`config.mk`:
```
export PLATFORM = sky130hd
export DESIGN_NAME = pll_reset_seq
export DESIGN_NICKNAME = d
export VERILOG_FILES = /design/src/rtl/pll_seq_pkg.sv /design/src/rtl/sync2.sv /design/src/rtl/pll_reset_seq.sv
export SDC_FILE = /design/constraint.sdc
export NUM_CORES = 1
export LEC_CHECK = 0
export BUFFER_PORTS_ARGS = -buffer_cell sky130_fd_sc_hd__buf_2
export CORE_ASPECT_RATIO = 0.5
export CORE_UTILIZATION = 60
export CTS_BUF_LIST = sky130_fd_sc_hd__clkbuf_4
export CTS_CLUSTER_DIAMETER = 30
export DETAILED_ROUTE_END_ITERATION = 8
export GPL_TIMING_DRIVEN = 0
export HOLD_SLACK_MARGIN = 0.08
export PLACE_DENSITY_LB_ADDON = 0.25
export SYNTH_ARGS = -nofsm -noshare
export SYNTH_HDL_FRONTEND = slang
export SYNTH_SLANG_ARGS = --single-unit
```
`constraint.sdc`:
```
create_clock -name clk -period 3.2 [get_ports clk]
set_clock_uncertainty 0.1 [all_clocks]
set_input_delay 0.32 -clock clk [delete_from_list [all_inputs] [get_ports clk]]
set_output_delay 0.32 -clock clk [all_outputs]
set_load 0.01 [all_outputs]
```
`src/rtl/pll_seq_pkg.sv`:
```
`default_nettype none
// ============================================================================
// Package     : pll_seq_pkg
// Description : State encoding and counter sizing helper shared by the PLL
//               reset sequencer.
// Revision    : 1.0 - initial release
// ============================================================================
package pll_seq_pkg;

  // Sequencer state type and encoding (3 bits covers the five states)
  typedef logic [2:0] state_t;

  localparam logic [2:0] ST_PLL_RST   = 3'd0;
  localparam logic [2:0] ST_WAIT_LOCK = 3'd1;
  localparam logic [2:0] ST_FILTER    = 3'd2;
  localparam logic [2:0] ST_RELEASE   = 3'd3;
  localparam logic [2:0] ST_RUN       = 3'd4;

  // Width of the shared length/filter/stagger counter. It has to hold the
  // largest of the three quantities it ever counts up to.
  function automatic int cnt_width(input int lock_filt, input int nch,
                                   input int stagger, input int pll_rst_len);
    int m;
    m = lock_filt;
    if (nch * stagger > m) m = nch * stagger;
    if (pll_rst_len > m)   m = pll_rst_len;
    return $clog2(m + 1);
  endfunction

endpackage : pll_seq_pkg
`default_nettype wire

```
`src/rtl/sync2.sv`:
```
`default_nettype none
// ============================================================================
// Module      : sync2
// Description : Two-flop synchroniser for a single asynchronous status bit,
//               with asynchronous active-low clear of both stages.
// Revision    : 1.0 - initial release
// ============================================================================
module sync2 (
  input  logic clk,
  input  logic rst_n,
  input  logic i_d,
  output logic o_q
);

  logic r_meta;
  logic r_sync;

  // Two-stage capture; first stage may go metastable, second stage is clean
  always_ff @(posedge clk or negedge rst_n) begin
    if (!rst_n) begin
      r_meta <= 1'b0;
      r_sync <= 1'b0;
    end else begin
      r_meta <= i_d;
      r_sync <= r_meta;
    end
  end

  assign o_q = r_sync;

endmodule : sync2
`default_nettype wire

```
`src/rtl/pll_reset_seq.sv`:
```
`default_nettype none
// ============================================================================
// Module      : pll_reset_seq
// Description : PLL reset / lock-qualification sequencer. Pulses the PLL
//               reset, waits for a filtered lock, then releases NCH
//               downstream active-low resets in a staggered order. Lock loss
//               or a soft restart pulls the downstream resets back in.
// Revision    : 1.0 - initial release
// ============================================================================
module pll_reset_seq
  import pll_seq_pkg::*;
#(
  parameter int NCH         = 2,
  parameter int PLL_RST_LEN = 16,
  parameter int TIMEOUT     = 50000,
  parameter int LOCK_FILT   = 1024,
  parameter int STAGGER     = 8
) (
  input  logic           clk,
  input  logic           reset_n,
  input  logic           lock,
  input  logic           restart,
  output logic           pll_reset,
  output logic [NCH-1:0] rst_n,
  output logic           ready,
  output logic [7:0]     retries,
  output logic [7:0]     losses
);

  localparam int CW = cnt_width(LOCK_FILT, NCH, STAGGER, PLL_RST_LEN);
  localparam int TW = $clog2(TIMEOUT + 1);

  localparam logic [CW-1:0] c_len_last = CW'(PLL_RST_LEN - 1);
  localparam logic [CW-1:0] c_filt     = CW'(LOCK_FILT);
  localparam logic [TW-1:0] c_tmo_last = TW'(TIMEOUT - 1);

  // Registered state
  state_t         r_state;
  logic [CW-1:0]  r_cnt;
  logic [TW-1:0]  r_timer;
  logic           r_pll_reset;
  logic [NCH-1:0] r_rst_n;
  logic           r_ready;
  logic [7:0]     r_retries;
  logic [7:0]     r_losses;

  // Next-state values
  state_t         w_state_nx;
  logic [CW-1:0]  w_cnt_nx;
  logic [CW-1:0]  w_cnt_inc;
  logic [TW-1:0]  w_timer_nx;
  logic [NCH-1:0] w_rst_n_nx;
  logic [7:0]     w_retries_nx;
  logic [7:0]     w_losses_nx;
  logic           w_pll_reset_nx;
  logic           w_ready_nx;
  logic           w_lock_s;

  // Lock comes from the PLL's own clock domain; bring it into clk first
  sync2 u_lock_sync (
    .clk   (clk),
    .rst_n (reset_n),
    .i_d   (lock),
    .o_q   (w_lock_s)
  );

  assign w_cnt_inc = r_cnt + CW'(1);

  // Sequencer next-state, counter and output computation
  always_comb begin
    w_state_nx   = r_state;
    w_cnt_nx     = r_cnt;
    w_timer_nx   = r_timer;
    w_rst_n_nx   = r_rst_n;
    w_retries_nx = r_retries;
    w_losses_nx  = r_losses;

    if (restart) begin
      // Soft restart wins over everything, counters are kept
      w_state_nx = ST_PLL_RST;
      w_cnt_nx   = '0;
      w_timer_nx = '0;
      w_rst_n_nx = '0;
    end else begin
      case (r_state)
        ST_PLL_RST: begin
          if (r_cnt >= c_len_last) begin
            w_state_nx = ST_WAIT_LOCK;
            w_cnt_nx   = '0;
            w_timer_nx = '0;
          end else begin
            w_cnt_nx = w_cnt_inc;
          end
        end

        ST_WAIT_LOCK: begin
          if (w_lock_s) begin
            // This sample is the first of the consecutive-lock run
            w_state_nx = ST_FILTER;
            w_cnt_nx   = CW'(1);
          end else if (r_timer >= c_tmo_last) begin
            w_state_nx = ST_PLL_RST;
            w_cnt_nx   = '0;
            w_timer_nx = '0;
            if (r_retries != 8'hFF) w_retries_nx = r_retries + 8'd1;
          end else begin
            w_timer_nx = r_timer + TW'(1);
          end
        end

        ST_FILTER: begin
          if (!w_lock_s) begin
            w_state_nx = ST_WAIT_LOCK;
            w_cnt_nx   = '0;
            w_timer_nx = '0;
          end else if (w_cnt_inc >= c_filt) begin
            w_state_nx = ST_RELEASE;
            w_cnt_nx   = '0;
          end else begin
            w_cnt_nx = w_cnt_inc;
          end
        end

        ST_RELEASE: begin
          if (!w_lock_s) begin
            w_state_nx = ST_WAIT_LOCK;
            w_cnt_nx   = '0;
            w_timer_nx = '0;
            w_rst_n_nx = '0;
          end else if (r_rst_n[NCH-1]) begin
            w_state_nx = ST_RUN;
            w_cnt_nx   = '0;
          end else begin
            // Channel i is released when the stagger count hits i*STAGGER
            for (int i = 0; i < NCH; i++) begin
              if (r_cnt == CW'(i * STAGGER)) w_rst_n_nx[i] = 1'b1;
            end
            if (r_cnt != '1) w_cnt_nx = w_cnt_inc;
          end
        end

        ST_RUN: begin
          if (!w_lock_s) begin
            // Lock lost: fall back to waiting for lock, PLL is not reset
            w_state_nx = ST_WAIT_LOCK;
            w_cnt_nx   = '0;
            w_timer_nx = '0;
            w_rst_n_nx = '0;
            if (r_losses != 8'hFF) w_losses_nx = r_losses + 8'd1;
          end
        end

        default: begin
          w_state_nx = ST_PLL_RST;
          w_cnt_nx   = '0;
          w_timer_nx = '0;
          w_rst_n_nx = '0;
        end
      endcase
    end

    // Channel resets may only be released while releasing or running
    if ((w_state_nx != ST_RELEASE) && (w_state_nx != ST_RUN)) w_rst_n_nx = '0;

    w_pll_reset_nx = (w_state_nx == ST_PLL_RST);
    w_ready_nx     = (w_state_nx == ST_RUN);
  end

  // State and registered outputs, asynchronously forced by reset_n
  always_ff @(posedge clk or negedge reset_n) begin
    if (!reset_n) begin
      r_state     <= ST_PLL_RST;
      r_cnt       <= '0;
      r_timer     <= '0;
      r_pll_reset <= 1'b1;
      r_rst_n     <= '0;
      r_ready     <= 1'b0;
      r_retries   <= 8'd0;
      r_losses    <= 8'd0;
    end else begin
      r_state     <= w_state_nx;
      r_cnt       <= w_cnt_nx;
      r_timer     <= w_timer_nx;
      r_pll_reset <= w_pll_reset_nx;
      r_rst_n     <= w_rst_n_nx;
      r_ready     <= w_ready_nx;
      r_retries   <= w_retries_nx;
      r_losses    <= w_losses_nx;
    end
  end

  assign pll_reset = r_pll_reset;
  assign rst_n     = r_rst_n;
  assign ready     = r_ready;
  assign retries   = r_retries;
  assign losses    = r_losses;

endmodule : pll_reset_seq
`default_nettype wire
```
==> results_dict.tcl, run 1 <==
set metrics [dict create \
    status "complete, no violations" \
    worst_pin_slew_ns 1.12 \
    busiest_layer "met2" \
    end_kind "register" \
    syn_avg_cell_area_um2 10.1 \
    clockBufferDepth 2 \
    area_growth_pct 9.01 \
    synth_edf_count 0 \
    die_h_um 50.3 \
    synth_fa_ha_area_share_pct 2.23 \
    leakagePower_nw 1.41 \
    ys_ff_latch 52 \
    rrSetupSlack_ns 0.52 \
    period_share_pct 83.9 \
    synth-main-ff-cell "dfrtp_1" \
    setup.worst_path.start "r_cnt[8]$_DFFE_PN0P_" \
    use_met2_pct 41.2 \
    cts.htree.levels 2 \
    dieArea_um2 4970 \
    tns_ns 0 \
    start_util_pct 63.1 \
    power_frac_seq_pct 65.4 \
    regToRegEndpoint "r_cnt[6]$_DFFE_PN0P_" \
    power_density_nw_per_um2 334 \
    r2r-start "r_cnt[8]$_DFFE_PN0P_" \
    clkLatencyLatePin_ns 0.37 \
    fin_ws_ns 0.517 \
    wirelength_mm 5.54 \
    layout-drive-gt1-share_pct 18.4 \
    synth_compound_area_share_pct 16.4 \
    fin_nets 318 \
    clk_pin_slew_ns 0.14 \
    netSwitchingFraction_pct 24.4 \
    rsz0062_at_grt "no" \
    yosysSeqAreaShare_pct 46.5 \
    grtUsageMet3_pct 5.29 \
    synthMuxAreaShare_pct 0.803 \
    dp_slack_ns 0.549 \
    hold_violations 0 \
    core_region_area_um2 4450 \
    grt_max_degree 53 \
    diodes 0 \
    fp.dieW_um 98.7 \
    power_frac_comb_pct 5.4 \
    core.rowCount 17 \
    clock.fmax_mhz 373 \
    via_per_inst 6.09 \
    layout.area.seq_um2 1300 \
    p_int_mw 0.773 \
    use_met1_pct 32.5 \
    vias 2235 \
    slew_headroom_pct 25.1 \
    synth_top_family_by_area "simple AND/OR/NAND/NOR gates" \
    ys_top_cells_by_area "dfrtp_1 (46%), xnor2_1 (5.3%), nor2_1 (4.3%)" \
    hold_class "in2async" \
    synth-async-reset-ratio_pct 100 \
    io_buffers 23 \
    power_frac_clock_pct 29.2 \
    cp.arrival_ns 2.87 \
    maxCapViolations 0 \
    required_ns 3.39 \
    cts_buffers 5 \
    power_switching_mw 0.249 \
    synth_xor_area_share_pct 6.87 \
    tritoncts "built" \
    io_pins 24 \
    fill_cells 342 \
    dr.first_iter.drc_count 122 \
    post-route-util_pct 68.8 \
    grt_pass1_wl_mm 9.49 \
    root_buffer "clkbuf_4" \
    fin_crit_ns 2.68 \
    maxSlewViolCount 0 \
    hpwlAfterDp_mm 4.05 \
    antenna_found_initial 0 \
    finalPower_mw 1.02 \
    gp_congestion 0.814 \
    yosys.area_share.simple_pct 24.6 \
    synthCells 278 \
    startpoint_type "register" \
    cp-endpoint "r_cnt[6]$_DFFE_PN0P_" \
    drc 0 \
    ant_nets 0 \
    finalSetupViolCount 0 \
    cts_setup_buffers 0 \
    synth.net_count 287 \
    yosysWarningCount 0 \
    ff2ff_path_depth 7 \
    route.detailed.wl_per_inst_um 15.1 \
    netlist.top_cell.by_area "dfrtp_1" \
    grt_pass1_vias 2072 \
    synth_area_um2 2800 \
    synth_top_area_share_pct 45.5 \
    grt_usage_pct 24.8 \
    cts.sinks 52 \
    cp_max_fo 10 \
    overflow 0 \
    multi_input_area_um2 1430 \
    ir_drop_v 0.000172 \
    critPathKind "reg2reg" \
    firstDrtPassIters 4 \
    yosysUniqueCellTypes 60 \
]
-- kinds of logic after synthesis --
kind of cell    after synthesis
buf+inv                      11
mux                           2
simple gates                127
fa+ha+maj                     5
xor+xnor                     22
flops                        52
compound gates               59
-- placed cells by master, fill, tap and decap left out, types with 2 or more instances in the layout --
cell / synthesis / routed
nor2b_1: 3 / 3
nor4b_1: 2 / 2
o21ai_0: 16 / 16
ha_1: 5 / 5
nand4_1: 6 / 6
nor3_1: 10 / 10
a22o_2: 4 / 4
nor4_1: 6 / 6
buf_6: 2 / 2
mux2_2: 2 / 2
dfrtp_1: 51 / 51
nor2_1: 32 / 32
a22o_1: 4 / 4
and3_1: 7 / 7
clkbuf_4: 0 / 6
buf_4: 2 / 2
buf_2: 1 / 24
nand4b_1: 2 / 2
o31ai_1: 3 / 3
inv_1: 5 / 5
nor3b_1: 4 / 4
or3_1: 3 / 3
a21oi_1: 8 / 8
nand3_1: 17 / 17
a221o_1: 2 / 2
nand2_1: 21 / 21
xnor2_1: 17 / 17
o22ai_1: 3 / 3
o211ai_1: 3 / 3
a31oi_1: 2 / 2
xor2_1: 5 / 5
-- cell usage after synthesis, types with 2 or more instances --
master,number
a21oi_1,8
a221o_1,2
a22o_1,4
a22o_2,4
a31oi_1,2
and3_1,7
buf_4,2
buf_6,2
dfrtp_1,51
ha_1,5
inv_1,5
mux2_2,2
nand2_1,21
nand3_1,17
nand4_1,6
nand4b_1,2
nor2_1,32
nor2b_1,3
nor3_1,10
nor3b_1,4
nor4_1,6
nor4b_1,2
o211ai_1,3
o21ai_0,16
o22ai_1,3
o31ai_1,3
or3_1,3
xnor2_1,17
xor2_1,5
-- per-layer routing --
layer,part of all wire [%],vias up
met4,1.3,0
li1,-,1090
met5,0,-
met3,3.4,9
met2,49,38
met1,47,1098
-- layout make-up --
cell class              count  area share, %
plain buffers               6           1.84
clock buffers               6           1.47
clock inverters             2          0.368
inverters                   5          0.614
multi-input cells         215           46.7
flip-flops and latches     52           42.6
well taps                  57           2.33
repair buffers             24           4.09
-- worst min path at each step --
| stage | startpoint | to | cells after the start |
|---|---|---|---|
| final | reset_n | r_cnt[4]$_DFFE_PN0P_ | 1 |
| after CTS | reset_n | r_cnt[4]$_DFFE_PN0P_ | 1 |
| after global placement | u_lock_sync.r_meta$_DFF_PN0_ | u_lock_sync.o_q$_DFF_PN0_ | 0 |
| after floorplan | reset_n | losses[0]$_DFFE_PN0P_ | 0 |
| after detailed placement | u_lock_sync.r_meta$_DFF_PN0_ | u_lock_sync.o_q$_DFF_PN0_ | 0 |
| after global routing | restart | r_state[1]$_DFF_PN0_ | 2 |
-- state kept, by name (all words and copies together) (netlist names), 2 cells and up --
signal   flops
r_state      3
r_timer     16
retries      8
r_cnt       11
losses       8
rst_n        2
-- critical path, stage by stage, from the launching register on --
cell	delay, ns
dfrtp_1	0.45
nor4_1	0.52
o211ai_1	0.31
o41ai_4	0.36
buf_4	0.27
o22a_4	0.21
o21ai_0	0.09
a22o_2	0.26
-- repair_timing --
item / CTS / global route
gates resized for setup: 0 / 0
hold buffers: 1 / 0
hold endpoints to repair: 1 / 0
-- per-stage QoR --
step           area, um^2  hold slack [ns]  cells
2_1_floorplan        2800          -0.0756    278
3_3_place_gp         2990            0.234    358
3_5_place_dp         2990            0.237    358
4_1_cts              3060           0.0827    367
5_1_grt              3060            0.130    367
6_report             3060           0.0420    367
-- power groups by stage --
stage,registers (mW),clock network (mW),logic [mW]
floorplan,0.679,0,0.0326
global placement,0.680,0,0.0540
detailed placement,0.680,0,0.0554
CTS,0.668,0.310,0.0566
global route,0.670,0.333,0.0634
finish,0.668,0.298,0.0557
(Power assumes the default switching activity.)
==> run 2, diff against run 1 <==
--- a/config.mk
+++ b/config.mk
@@ -7,7 +7,7 @@
 export LEC_CHECK = 0
 export BUFFER_PORTS_ARGS = -buffer_cell sky130_fd_sc_hd__buf_2
 export CORE_ASPECT_RATIO = 0.5
-export CORE_UTILIZATION = 60
+export CORE_UTILIZATION = 56
 export CTS_BUF_LIST = sky130_fd_sc_hd__clkbuf_4
 export CTS_CLUSTER_DIAMETER = 30
 export DETAILED_ROUTE_END_ITERATION = 8
==> constraint.sdc (replaced) <==
create_clock -name clk -period 2.41 [get_ports clk]
set_clock_uncertainty 0.1 [all_clocks]
set_input_delay 0.241 -clock clk [delete_from_list [all_inputs] [get_ports clk]]
set_output_delay 0.241 -clock clk [all_outputs]
set_load 0.01 [all_outputs]
==> run 2 against run 1 <==
Compared with the run above: sequential share of layout area fell by 3.0 points; sequential cell count did not move; via count rose by 3.6%; critical path depth did not move; first-iteration DRC count fell by 0.82%; fmax rose by 14%; count of clock-buffer cells in the layout did not move; total power rose by 45%; critical endpoint is now r_cnt[4]$_DFFE_PN0P_; wire length rose by 8.5%; global-route usage fell by 0.53 points; largest power group unchanged; register-to-register slack got worse by 0.47 ns; critical path type unchanged.
==> results_dict.tcl, run 2 (synthesized netlist as in run 1, its figures left out) <==
set metrics [dict create \
    fp.dieW_um 102 \
    grt_max_degree 53 \
    wirelength_mm 6.01 \
    fin_crit_ns 2.36 \
    cp.arrival_ns 2.53 \
    drc 0 \
    required_ns 2.58 \
    grt_usage_pct 24.2 \
    start_util_pct 61.0 \
    finalPower_mw 1.48 \
    tns_ns 0 \
    core.rowCount 17 \
    cts.htree.levels 2 \
    gp_congestion 0.882 \
    die_h_um 52.0 \
    io_buffers 23 \
    clkLatencyLatePin_ns 0.36 \
    end_kind "register" \
    startpoint_type "register" \
    ir_drop_v 0.000306 \
    reg_top3 "r_timer x16, r_cnt x11" \
    worst_pin_slew_ns 1.14 \
    critPathKind "reg2reg" \
    grt_pass1_wl_mm 9.81 \
    period_share_pct 97.9 \
    slew_headroom_pct 24.1 \
    cts.sinks 52 \
    area_growth_pct 17.6 \
    hold_class "reg2reg" \
    hold_violations 0 \
    slowest_stage "dfrtp_1" \
    final_cell_mix "dfrtp_1 (47), nor2_1 (32), buf_2 (24)" \
    firstDrtPassIters 4 \
    maxCapViolations 0 \
    final_common_cell "dfrtp_1" \
    dr.first_iter.drc_count 121 \
    critical_path.cell_chain "nor3_1 -> o211ai_1 -> o41ai_4 -> buf_4 -> o22ai_4 -> buf_6 -> a221o_1" \
    cts_buffers 5 \
    core_region_area_um2 4590 \
    grt_pass1_vias 2141 \
    power_density_nw_per_um2 448 \
    ant_nets 0 \
    leakagePower_nw 1.51 \
    cp_max_fo 6 \
    finalSetupViolCount 0 \
    maxSlewViolCount 0 \
    largest_reg_flops 16 \
    dieArea_um2 5310 \
    clk_pin_slew_ns 0.14 \
    io_pins 24 \
    via_per_inst 5.89 \
    status "complete, no violations" \
    largest-register "r_timer" \
    hpwlAfterDp_mm 3.98 \
    fin_nets 335 \
    layout-drive-gt1-share_pct 26.9 \
    tritoncts "built" \
    clock.fmax_mhz 424 \
    max_stage_delay_ns 0.49 \
    antenna_found_initial 0 \
    clockBufferDepth 2 \
    vias 2315 \
    overflow 0 \
    route.detailed.wl_per_inst_um 15.3 \
    diodes 0 \
    root_buffer "clkbuf_4" \
]
## run 2: cell types whose count changed in the layout (fill, tap and decap cells not counted), moves of 2 or more
cell | before | now
o21ai_1 | 1 | 3
buf_4 | 2 | 13
dfrtp_1 | 51 | 47
nor4_1 | 6 | 4
dlygate4sd3_1 | 1 | 3
buf_6 | 2 | 4
ha_2 | 0 | 2
dfrtp_2 | 0 | 4
o21ai_0 | 16 | 14
ha_1 | 5 | 3
## run 2: per-stage QoR
stage	instance area, um^2	util, %	setup WS [ns]	instances	hold slack [ns]
after global routing	3300	71.8	-0.0296	393	0.311
after global placement	3000	65.3	-0.100	367	0.251
after detailed placement	3000	65.3	-0.188	367	0.254
final	3300	71.8	0.0496	393	0.308
after floorplan	2800	-	0.142	278	-0.155
after CTS	3250	70.7	0.00990	391	0.0940
## run 2: worst paths after layout
check | startpoint | to | slack [ns] | depth (start not counted)
max in group asynchronous | reset_n | r_timer[5]$_DFFE_PN0P_ | 0.92 | 2
hold reg to reg | u_lock_sync.r_meta$_DFF_PN0_ | u_lock_sync.o_q$_DFF_PN0_ | 0.31 | 0
hold / removal | u_lock_sync.r_meta$_DFF_PN0_ | u_lock_sync.o_q$_DFF_PN0_ | 0.31 | 0
setup / recovery | r_cnt[4]$_DFFE_PN0P_ | r_cnt[4]$_DFFE_PN0P_ | 0.05 | 7
min in group asynchronous | reset_n | r_cnt[2]$_DFFE_PN0P_ | 0.53 | 2
setup reg to reg | r_cnt[4]$_DFFE_PN0P_ | r_cnt[4]$_DFFE_PN0P_ | 0.05 | 7
## run 2: metal layers
metal  track usage [%]  up-vias  part of all wire, %
met5                 0        -                    0
met4              4.29        0                 0.38
met3              5.51        4                  4.5
met2              41.1       53                   47
met1              32.4     1136                   48
li1                  -     1122                    -
## run 2: where the power goes
group          total (mW)  switching [mW]  leakage (nW)  internal (mW)
Clock               0.499           0.270        0.0456          0.229
Combinational      0.0936          0.0575         0.755         0.0362
Sequential          0.885         0.00680         0.710          0.879
Total                1.48           0.334          1.51           1.14
## run 2: layout make-up
| class | count | area, um^2 |
|---|---|---|
| tap | 66 | 82.6 |
| clock inverter | 2 | 35.0 |
| multi-input combinational | 217 | 1500 |
| fill | 325 | 1300 |
| clock buffer | 6 | 45.0 |
| inverter | 5 | 18.8 |
| buffer | 6 | 60.1 |
| sequential | 52 | 1310 |
| timing repair buffer | 39 | 246 |
## run 2: critical path: cells and delay by family (launching register included)
family | cells | cell delay, ns
simple gates | 1 | 0.29
compound gates | 4 | 1.04
buf+inv | 2 | 0.35
flops | 1 | 0.49
## run 2: what timing repair did
| action | 4_1_cts | 5_1_grt |
|---|---|---|
| pin swaps | 6 | 7 |
| hold buffers | 2 | 1 |
| endpoints found under the setup margin | 19 | 17 |
| gates cloned | 2 | 0 |
| endpoints found under the hold margin | 52 | 1 |
| setup buffers | 12 | 1 |
| resized for setup | 12 | 9 |
